## config.mk

```make
export PLATFORM = sky130hd
export DESIGN_NAME = computation_unit_flat
export DESIGN_NICKNAME = d
export VERILOG_FILES = /design/src/rtl/computation_pkg.sv /design/src/rtl/computation_unit_if.sv /design/src/rtl/computation_shifter.sv /design/src/rtl/computation_unit.sv /design/src/flat_wrapper.sv
export SDC_FILE = /design/constraint.sdc
export NUM_CORES = 1
export LEC_CHECK = 0
export CORE_MARGIN = 8
export CORE_UTILIZATION = 57
export CTS_BUF_LIST = sky130_fd_sc_hd__clkbuf_8 sky130_fd_sc_hd__clkbuf_16
export DETAILED_ROUTE_END_ITERATION = 8
export GPL_TIMING_DRIVEN = 1
export PLACE_DENSITY = 0.92
export SETUP_SLACK_MARGIN = 0.2
export SLEW_MARGIN = 20
export SYNTH_ARGS = -nofsm -noshare
export SYNTH_HDL_FRONTEND = slang
export SYNTH_SLANG_ARGS = --single-unit
```

## constraint.sdc

```tcl
create_clock -name clk -period 1.01 [get_ports clk]
set_input_delay 0.202 -clock clk [delete_from_list [all_inputs] [get_ports clk]]
set_output_delay 0.202 -clock clk [all_outputs]
set_load 0.05 [all_outputs]
```

## src/rtl/computation_pkg.sv

```systemverilog
// rtl/computation_pkg.sv - shared op codes, shift codes, status indices and FSM states
package computation_pkg;

  // ALU operation codes; the low two bits match the previous stage
  localparam logic [2:0] OP_ADD = 3'b000;
  localparam logic [2:0] OP_SUB = 3'b001;
  localparam logic [2:0] OP_AND = 3'b010;
  localparam logic [2:0] OP_MVN = 3'b011;
  localparam logic [2:0] OP_ORR = 3'b100;
  localparam logic [2:0] OP_EOR = 3'b101;
  localparam logic [2:0] OP_MUL = 3'b110;
  localparam logic [2:0] OP_CMP = 3'b111;

  // Shift codes applied to operand B
  localparam logic [1:0] SH_NONE = 2'b00;
  localparam logic [1:0] SH_LSL  = 2'b01;
  localparam logic [1:0] SH_LSR  = 2'b10;
  localparam logic [1:0] SH_ASR  = 2'b11;

  // Bit positions inside the {N,Z,V} status register
  localparam int ST_N = 2;
  localparam int ST_Z = 1;
  localparam int ST_V = 0;

  // Control FSM states
  typedef enum logic [1:0] {
    S_IDLE     = 2'd0,
    S_MUL_RUN  = 2'd1,
    S_MUL_DONE = 2'd2
  } state_t;

endpackage

```

## src/rtl/computation_unit_if.sv

```systemverilog
// rtl/computation_unit_if.sv - request/result bus between controller and computation unit
interface computation_unit_if #(
  parameter int WIDTH = 16,
  parameter int IMM_W = 5
) ();
  localparam int SHW = $clog2(WIDTH);

  logic             in_valid;
  logic             in_ready;
  logic [2:0]       alu_op;
  logic [1:0]       shift_op;
  logic [SHW-1:0]   shift_amt;
  logic             asel;
  logic             bsel;
  logic             loadc;
  logic             loads;
  logic [WIDTH-1:0] datapath_in;
  logic [WIDTH-1:0] A;
  logic [WIDTH-1:0] B;
  logic [WIDTH-1:0] C;
  logic [2:0]       status;
  logic             out_valid;
  logic             illegal_op;
  logic             busy;

  // Controller side: issues requests, observes results
  modport master (
    output in_valid, alu_op, shift_op, shift_amt, asel, bsel, loadc, loads,
           datapath_in, A, B,
    input  in_ready, C, status, out_valid, illegal_op, busy
  );

  // Computation unit side
  modport slave (
    input  in_valid, alu_op, shift_op, shift_amt, asel, bsel, loadc, loads,
           datapath_in, A, B,
    output in_ready, C, status, out_valid, illegal_op, busy
  );

endinterface

```

## src/rtl/computation_shifter.sv

```systemverilog
// rtl/computation_shifter.sv - combinational barrel shifter for operand B
module computation_shifter
  import computation_pkg::*;
#(
  parameter int WIDTH = 16,
  parameter int SHW   = $clog2(WIDTH)
) (
  input  logic [WIDTH-1:0] din,
  input  logic [1:0]       op,
  input  logic [SHW-1:0]   amt,
  output logic [WIDTH-1:0] dout
);

  // Select the shift kind; amount 0 falls out as a pass-through in every mode
  always_comb begin
    dout = din;
    case (op)
      SH_LSL:  dout = din << amt;
      SH_LSR:  dout = din >> amt;
      SH_ASR:  dout = $signed(din) >>> amt;
      default: dout = din;
    endcase
  end

endmodule

```

## src/rtl/computation_unit.sv

```systemverilog
// rtl/computation_unit.sv - shift/ALU stage with handshake and optional iterative multiply (COMPUTATION_UNIT_MUL_EN)
module computation_unit
  import computation_pkg::*;
#(
  parameter int WIDTH = 16,
  parameter int IMM_W = 5
) (
  input logic               clk,
  input logic               rst_n,
  computation_unit_if.slave bus
);

  localparam int SHW = $clog2(WIDTH);
  localparam logic [WIDTH-1:0] ONE      = 1;
  // Low IMM_W bits set; wraps correctly to all-ones when IMM_W == WIDTH
  localparam logic [WIDTH-1:0] IMM_MASK = (ONE << IMM_W) - ONE;

  state_t           state;
  logic [WIDTH-1:0] c_q;
  logic [2:0]       status_q;
  logic             out_valid_q;
  logic             illegal_q;

  logic [WIDTH-1:0] b_shifted;
  logic [WIDTH-1:0] ain;
  logic [WIDTH-1:0] bin;
  logic [WIDTH-1:0] res;
  logic             ovf;
  logic [2:0]       flags;
  logic             accept;

`ifdef COMPUTATION_UNIT_MUL_EN
  logic [WIDTH-1:0] mcand;
  logic [WIDTH-1:0] mplier;
  logic [WIDTH-1:0] acc;
  logic [SHW-1:0]   count;
  logic             cap_loadc;
  logic             cap_loads;
  logic             busy_q;
`endif

  computation_shifter #(
    .WIDTH (WIDTH),
    .SHW   (SHW)
  ) u_shifter (
    .din  (bus.B),
    .op   (bus.shift_op),
    .amt  (bus.shift_amt),
    .dout (b_shifted)
  );

  assign accept = bus.in_valid && (state == S_IDLE);
  assign ain    = bus.asel ? bus.A : '0;
  assign bin    = bus.bsel ? (bus.datapath_in & IMM_MASK) : b_shifted;

  // Single-cycle ALU result and signed-overflow detection
  always_comb begin
    res = '0;
    ovf = 1'b0;
    case (bus.alu_op)
      OP_ADD: begin
        res = ain + bin;
        ovf = (ain[WIDTH-1] == bin[WIDTH-1]) && (res[WIDTH-1] != ain[WIDTH-1]);
      end
      OP_SUB, OP_CMP: begin
        res = ain - bin;
        ovf = (ain[WIDTH-1] != bin[WIDTH-1]) && (res[WIDTH-1] != ain[WIDTH-1]);
      end
      OP_AND:  res = ain & bin;
      OP_MVN:  res = ~bin;
      OP_ORR:  res = ain | bin;
      OP_EOR:  res = ain ^ bin;
      default: res = '0;
    endcase
  end

  // Pack N/Z/V for the single-cycle path
  always_comb begin
    flags       = 3'b000;
    flags[ST_N] = res[WIDTH-1];
    flags[ST_Z] = (res == '0);
    flags[ST_V] = ovf;
  end

  // Control FSM with registered result, status and pulse outputs
  always_ff @(posedge clk or negedge rst_n) begin
    if (!rst_n) begin
      state       <= S_IDLE;
      c_q         <= '0;
      status_q    <= 3'b000;
      out_valid_q <= 1'b0;
      illegal_q   <= 1'b0;
`ifdef COMPUTATION_UNIT_MUL_EN
      mcand       <= '0;
      mplier      <= '0;
      acc         <= '0;
      count       <= '0;
      cap_loadc   <= 1'b0;
      cap_loads   <= 1'b0;
      busy_q      <= 1'b0;
`endif
    end else begin
      out_valid_q <= 1'b0;
      illegal_q   <= 1'b0;
      case (state)
        S_IDLE: begin
          if (accept) begin
            if (bus.alu_op == OP_MUL) begin
`ifdef COMPUTATION_UNIT_MUL_EN
              mcand     <= ain;
              mplier    <= bin;
              acc       <= '0;
              count     <= '0;
              cap_loadc <= bus.loadc;
              cap_loads <= bus.loads;
              busy_q    <= 1'b1;
              state     <= S_MUL_RUN;
`else
              // No multiplier built: flag it and leave C/status untouched
              illegal_q   <= 1'b1;
              out_valid_q <= 1'b1;
`endif
            end else begin
              if (bus.loadc && (bus.alu_op != OP_CMP)) c_q <= res;
              if (bus.loads) status_q <= flags;
              out_valid_q <= 1'b1;
            end
          end
        end
`ifdef COMPUTATION_UNIT_MUL_EN
        S_MUL_RUN: begin
          // One multiplier bit per cycle, LSB first; multiplicand walks left
          if (mplier[0]) acc <= acc + mcand;
          mcand  <= mcand << 1;
          mplier <= mplier >> 1;
          count  <= count + 1'b1;
          if (count == SHW'(WIDTH - 1)) state <= S_MUL_DONE;
        end
        S_MUL_DONE: begin
          if (cap_loadc) c_q <= acc;
          if (cap_loads) status_q <= {acc[WIDTH-1], (acc == '0), 1'b0};
          out_valid_q <= 1'b1;
          busy_q      <= 1'b0;
          state       <= S_IDLE;
        end
`endif
        default: state <= S_IDLE;
      endcase
    end
  end

  assign bus.in_ready   = (state == S_IDLE);
  assign bus.C          = c_q;
  assign bus.status     = status_q;
  assign bus.out_valid  = out_valid_q;
  assign bus.illegal_op = illegal_q;
`ifdef COMPUTATION_UNIT_MUL_EN
  assign bus.busy       = busy_q;
`else
  assign bus.busy       = 1'b0;
`endif

endmodule

```

## src/flat_wrapper.sv

```systemverilog
// flat-port wrapper written by rule: the top's interface ports become plain ports
module computation_unit_flat import computation_pkg::*;
#(
  parameter int WIDTH = 16,
  parameter int IMM_W = 5
)
  (clk, rst_n, bus_in_valid, bus_alu_op, bus_shift_op, bus_shift_amt, bus_asel, bus_bsel, bus_loadc, bus_loads, bus_datapath_in, bus_A, bus_B, bus_in_ready, bus_C, bus_status, bus_out_valid, bus_illegal_op, bus_busy);
  computation_unit_if #(.WIDTH(WIDTH), .IMM_W(IMM_W)) bus_i ();
  input logic clk;
  input logic rst_n;
  input wire logic [$bits(bus_i.in_valid)-1:0] bus_in_valid;
  input wire logic [$bits(bus_i.alu_op)-1:0] bus_alu_op;
  input wire logic [$bits(bus_i.shift_op)-1:0] bus_shift_op;
  input wire logic [$bits(bus_i.shift_amt)-1:0] bus_shift_amt;
  input wire logic [$bits(bus_i.asel)-1:0] bus_asel;
  input wire logic [$bits(bus_i.bsel)-1:0] bus_bsel;
  input wire logic [$bits(bus_i.loadc)-1:0] bus_loadc;
  input wire logic [$bits(bus_i.loads)-1:0] bus_loads;
  input wire logic [$bits(bus_i.datapath_in)-1:0] bus_datapath_in;
  input wire logic [$bits(bus_i.A)-1:0] bus_A;
  input wire logic [$bits(bus_i.B)-1:0] bus_B;
  output wire logic [$bits(bus_i.in_ready)-1:0] bus_in_ready;
  output wire logic [$bits(bus_i.C)-1:0] bus_C;
  output wire logic [$bits(bus_i.status)-1:0] bus_status;
  output wire logic [$bits(bus_i.out_valid)-1:0] bus_out_valid;
  output wire logic [$bits(bus_i.illegal_op)-1:0] bus_illegal_op;
  output wire logic [$bits(bus_i.busy)-1:0] bus_busy;
  assign bus_i.in_valid = bus_in_valid;
  assign bus_i.alu_op = bus_alu_op;
  assign bus_i.shift_op = bus_shift_op;
  assign bus_i.shift_amt = bus_shift_amt;
  assign bus_i.asel = bus_asel;
  assign bus_i.bsel = bus_bsel;
  assign bus_i.loadc = bus_loadc;
  assign bus_i.loads = bus_loads;
  assign bus_i.datapath_in = bus_datapath_in;
  assign bus_i.A = bus_A;
  assign bus_i.B = bus_B;
  assign bus_in_ready = bus_i.in_ready;
  assign bus_C = bus_i.C;
  assign bus_status = bus_i.status;
  assign bus_out_valid = bus_i.out_valid;
  assign bus_illegal_op = bus_i.illegal_op;
  assign bus_busy = bus_i.busy;
  computation_unit #(.WIDTH(WIDTH), .IMM_W(IMM_W)) u_core (.clk(clk), .rst_n(rst_n), .bus(bus_i));
endmodule
```

==> results of run 1 <==
-- cells by family after synthesis --
family,count (synthesis)
xor+xnor,11
buf+inv,127
flops,21
mux,60
fa+ha+maj,50
compound gates,240
other cells,2
simple gates,261
-- through the flow --
stage	setup WS, ps	instance area, um2	util, %	instances
2_1_floorplan	-2970	5980	-	772
3_3_place_gp	-3500	8900	91.0	1203
3_5_place_dp	-3950	8900	91.0	1203
-- Yosys cell counts, types with 17 or more instances --
| library cell | instances | area share [%] |
|---|---|---|
| a211oi_1 | 17 | 2.2 |
| a21oi_1 | 40 | 3.5 |
| and2_1 | 17 | 1.8 |
| clkbuf_1 | 51 | 3.3 |
| dfrtp_1 | 21 | 9.1 |
| ha_1 | 48 | 10 |
| inv_1 | 56 | 3.7 |
| mux2i_1 | 27 | 4.7 |
| mux4_2 | 25 | 9.8 |
| nand2_1 | 70 | 4.6 |
| nor2_1 | 61 | 4.0 |
| nor2b_1 | 22 | 2.4 |
| nor3_1 | 19 | 1.7 |
| o21ai_0 | 36 | 3.1 |
==> impl_metrics.json, run 1 <==
{
  "avgSynthCellArea_um2": 7.45,
  "synth_top_family_by_area": "compound AO/OA/AOI/OAI gates",
  "syn_inst": 772,
  "synth-main-ff-cell": "dfrtp_1",
  "synth_compound_area_share_pct": 29.7,
  "post_cts_buffers": 58,
  "start_util_pct": 58.9,
  "failing_step": "clock tree synthesis (4_1_cts)",
  "port_buffers": 73,
  "synth.distinct_cells": 81,
  "cts_root_buffer": "clkbuf_8",
  "post_cts_resized": 245,
  "ys_seq_area_share_pct": 9.13,
  "cts_max_level": 1,
  "firstError": "[ERROR DPL-0038] Utilization greater than 100%, impossible to legalize",
  "cts.path.max_buffers": 2,
  "ioPinCount": 87,
  "synthXorXnorAreaFrac_pct": 1.67,
  "synthMuxAreaShare_pct": 16.0,
  "routabilityCongestion": 1.16,
  "postSynth.asyncResetShare_pct": 100,
  "status": "did not finish",
  "synth_warnings": 0,
  "die_h_um": 116,
  "synthAdderAreaFrac_pct": 11.1,
  "synth-seq-cells": 21,
  "numCtsBuffers": 3,
  "cts.sinks": 21,
  "synth_nets": 886,
  "dpl.hpwl_um": 27500,
  "synth-edff-count": 0,
  "cts_hold_buf": 0,
  "rows": 36,
  "syn_area_um2": 5750,
  "chipWidth_um": 116,
  "synth-simple-area-share_pct": 23.1
}
==> run 2: changes to the inputs <==
--- a/config.mk
+++ b/config.mk
@@ -6,12 +6,10 @@
 export NUM_CORES = 1
 export LEC_CHECK = 0
 export CORE_MARGIN = 8
-export CORE_UTILIZATION = 57
-export CTS_BUF_LIST = sky130_fd_sc_hd__clkbuf_8 sky130_fd_sc_hd__clkbuf_16
+export CORE_UTILIZATION = 40
 export DETAILED_ROUTE_END_ITERATION = 8
 export GPL_TIMING_DRIVEN = 1
-export PLACE_DENSITY = 0.92
-export SETUP_SLACK_MARGIN = 0.2
+export PLACE_DENSITY_LB_ADDON = 0.15
 export SLEW_MARGIN = 20
 export SYNTH_ARGS = -nofsm -noshare
 export SYNTH_HDL_FRONTEND = slang
==> run 2 against run 1 <==
The flow now finishes, with violations (setup timing). Synthesized cell count did not move. Synthesized area did not move.
==> impl_metrics.json, run 2 <==
{
  "status": "finished, violations left",
  "violations": "setup timing",
  "hold_viol_final": 0,
  "yosys-top-cells-area": "ha_1 10%, mux4_2 9.8%, dfrtp_1 9.1%",
  "required_ps": 1150,
  "antenna_found_initial": 0,
  "grt_overflow": 0,
  "ant_nets": 0,
  "p_per_area_nw_per_um2": 916,
  "routabilityCongestion": 1.03,
  "synth_area_leader_cell": "ha_1",
  "vias_per_cell": 6.02,
  "final_layout_size_suffix_gt1_share_pct": 50.0,
  "synth_top_area_share_pct": 10.4,
  "place_area_um2": 9120,
  "synthMuxAreaShare_pct": 16.0,
  "ys_seq_area_share_pct": 9.13,
  "clk_pin_slew_ps": 60,
  "period_share_pct": 401,
  "worstMarginPinSlew_ps": 790,
  "place_inst": 1272,
  "worstPathArrival_ps": 4200,
  "fin_setup_tns_ps": -48650,
  "avgRoutedWirePerCell_um": 21.5,
  "final_util_pct": 72.4,
  "worstSetupStartpointType": "primary input",
  "synth-seq-cells": 21,
  "cts.path.max_buffers": 2,
  "whs_ps": 276,
  "grt_max_degree": 22,
  "max_freq_ghz": 0.247,
  "postSynth.asyncResetShare_pct": 100,
  "rsz0062_at_grt": "yes",
  "core_area_um2": 14300,
  "chipWidth_um": 136,
  "mostFrequentLayoutCell": "buf_4",
  "stdcell_count": 1320,
  "multi_input_comb_area_um2": 5540,
  "ir_drop_mv": 1.01,
  "fin_area_um2": 10400,
  "yosysMostFrequentCell": "nand2_1",
  "grt_pass1_vias": 8114,
  "die_h_um": 136,
  "layout_common_cells": "322 x buf_4, 66 x nand2_1, 57 x nor2_1",
  "min_period_ps": 4050,
  "cts_root_buffer": "clkbuf_16",
  "syn_inst": 772,
  "rows": 44,
  "drt_iter0_markers": 742,
  "vias": 7940,
  "setup_viol": 40,
  "synth-edff-count": 0,
  "regArea_um2": 526,
  "syn_area_um2": 5750,
  "end_kind": "register",
  "start_util_pct": 40.2,
  "n_fill_cell": 1097,
  "avgSynthCellArea_um2": 7.45,
  "wl_um": 28400,
  "synth_compound_area_share_pct": 29.7,
  "cellLeakagePower_nw": 4.68,
  "die_area_um2": 18500,
  "numCtsBuffers": 3,
  "synth_nets": 886,
  "synthXorXnorAreaFrac_pct": 1.67,
  "dpl.hpwl_um": 22400,
  "largest_reg_flops": 16,
  "synth_top_family_by_area": "compound AO/OA/AOI/OAI gates",
  "cap_viol_max_count": 0,
  "dr.pass1.iters": 5,
  "clock_skew_ps": 0,
  "critPathKind": "in -> reg",
  "cts_max_level": 1,
  "relSlewSlack_pct": 46.9,
  "crit_fanout": 6,
  "r2r_start": "u_core.bus.C[11]",
  "cts_tree": "done",
  "slew_violations": 0,
  "cts.sinks": 21,
  "syn2layout_area_growth_pct": 80.1,
  "synth-simple-area-share_pct": 23.1,
  "drc": 0,
  "ioPinCount": 87,
  "grtUsageTotal_pct": 30.2,
  "critical_path.startpoint": "bus_shift_amt[0]",
  "synthAdderAreaFrac_pct": 11.1,
  "synth-main-ff-cell": "dfrtp_1",
  "fin_ws_ps": -3040,
  "yosys-top-cells-count": "70 x nand2_1, 61 x nor2_1, 56 x inv_1",
  "num_antenna_cells": 0,
  "hold_class": "in -> async",
  "synth.distinct_cells": 81,
  "synth_warnings": 0,
  "fin_nets": 1251,
  "cts_hold_buf": 0,
  "port_buffers": 73,
  "worst_skew_pair.late_latency_ps": 260,
  "grt_pass1_wl_um": 44600
}
==> run 2: cell counts after synthesis <==
Identical to the previous run, type by type.
==> run 2: area by class of cell <==
class	instances	area share, %
clock buffers	4	0.761
inverters	57	2.09
well taps	184	2.22
multi-input cells	624	53.4
repair buffers	430	36.4
flip-flops and latches	21	5.07
==> run 2: per-stage QoR <==
step                      setup WS (ps)  power (W)
after detailed placement          -3830    0.00746
after floorplan                   -2970    0.00423
after global placement            -3810    0.00736
after global routing              -3160    0.00996
final                             -3040    0.00949
after CTS                         -2950    0.00910
==> run 2: worst max-delay path, cell delays in order <==
cell,delay (ps)
buf_12,100
buf_8,110
mux4_2,520
a22o_1,290
o221ai_4,200
o21ai_2,100
ha_1,330
or2_1,270
a221o_1,380
a211oi_4,340
o31a_1,330
a311oi_2,160
a2111o_1,380
a21o_1,190
mux2_4,270
==> run 2: logic make-up (layout without fill, tap and decap cells) <==
group / after synthesis / in the layout
compound gates: 240 / 240
xor+xnor: 11 / 11
fa+ha+maj: 50 / 50
buf+inv: 127 / 491
flops: 21 / 21
mux: 60 / 60
other cells: 2 / 2
simple gates: 261 / 261
==> run 2: report_power, final <==
group,internal [W],total (W),switching [W]
sequential,0.00101,0.00120,0.000187
combinational,0.00377,0.00743,0.00365
clock,0.000540,0.000868,0.000328
total,0.00532,0.00949,0.00417
==> run 2: routing by layer <==
layer	track usage [%]	share of wire, %
met1	38.8	41
met2	49.5	46
met3	5.47	8.4
met4	11.2	4.3
met5	0	0
==> run 2: repair_timing <==
action                     CTS  global route
gates resized for setup    210            45
setup endpoints to repair   41            41
buffers inserted            39            11
pin swaps                   68            24
==> run 2: final timing paths <==
path / depth (start not counted) / end / slack (ps)
min in group clk: 1 / u_core.bus.out_valid / 480
worst min-delay path: 2 / u_core.bus.C[3] / 280
worst max-delay path: 15 / u_core.bus.status[2] / -3040
worst min register to register: 2 / u_core.bus.C[9] / 540
max in group asynchronous: 2 / u_core.bus.C[15] / 580
worst max register to register: 3 / u_core.bus.C[11] / 20
No activity file was read; power rests on OpenSTA's default activity.
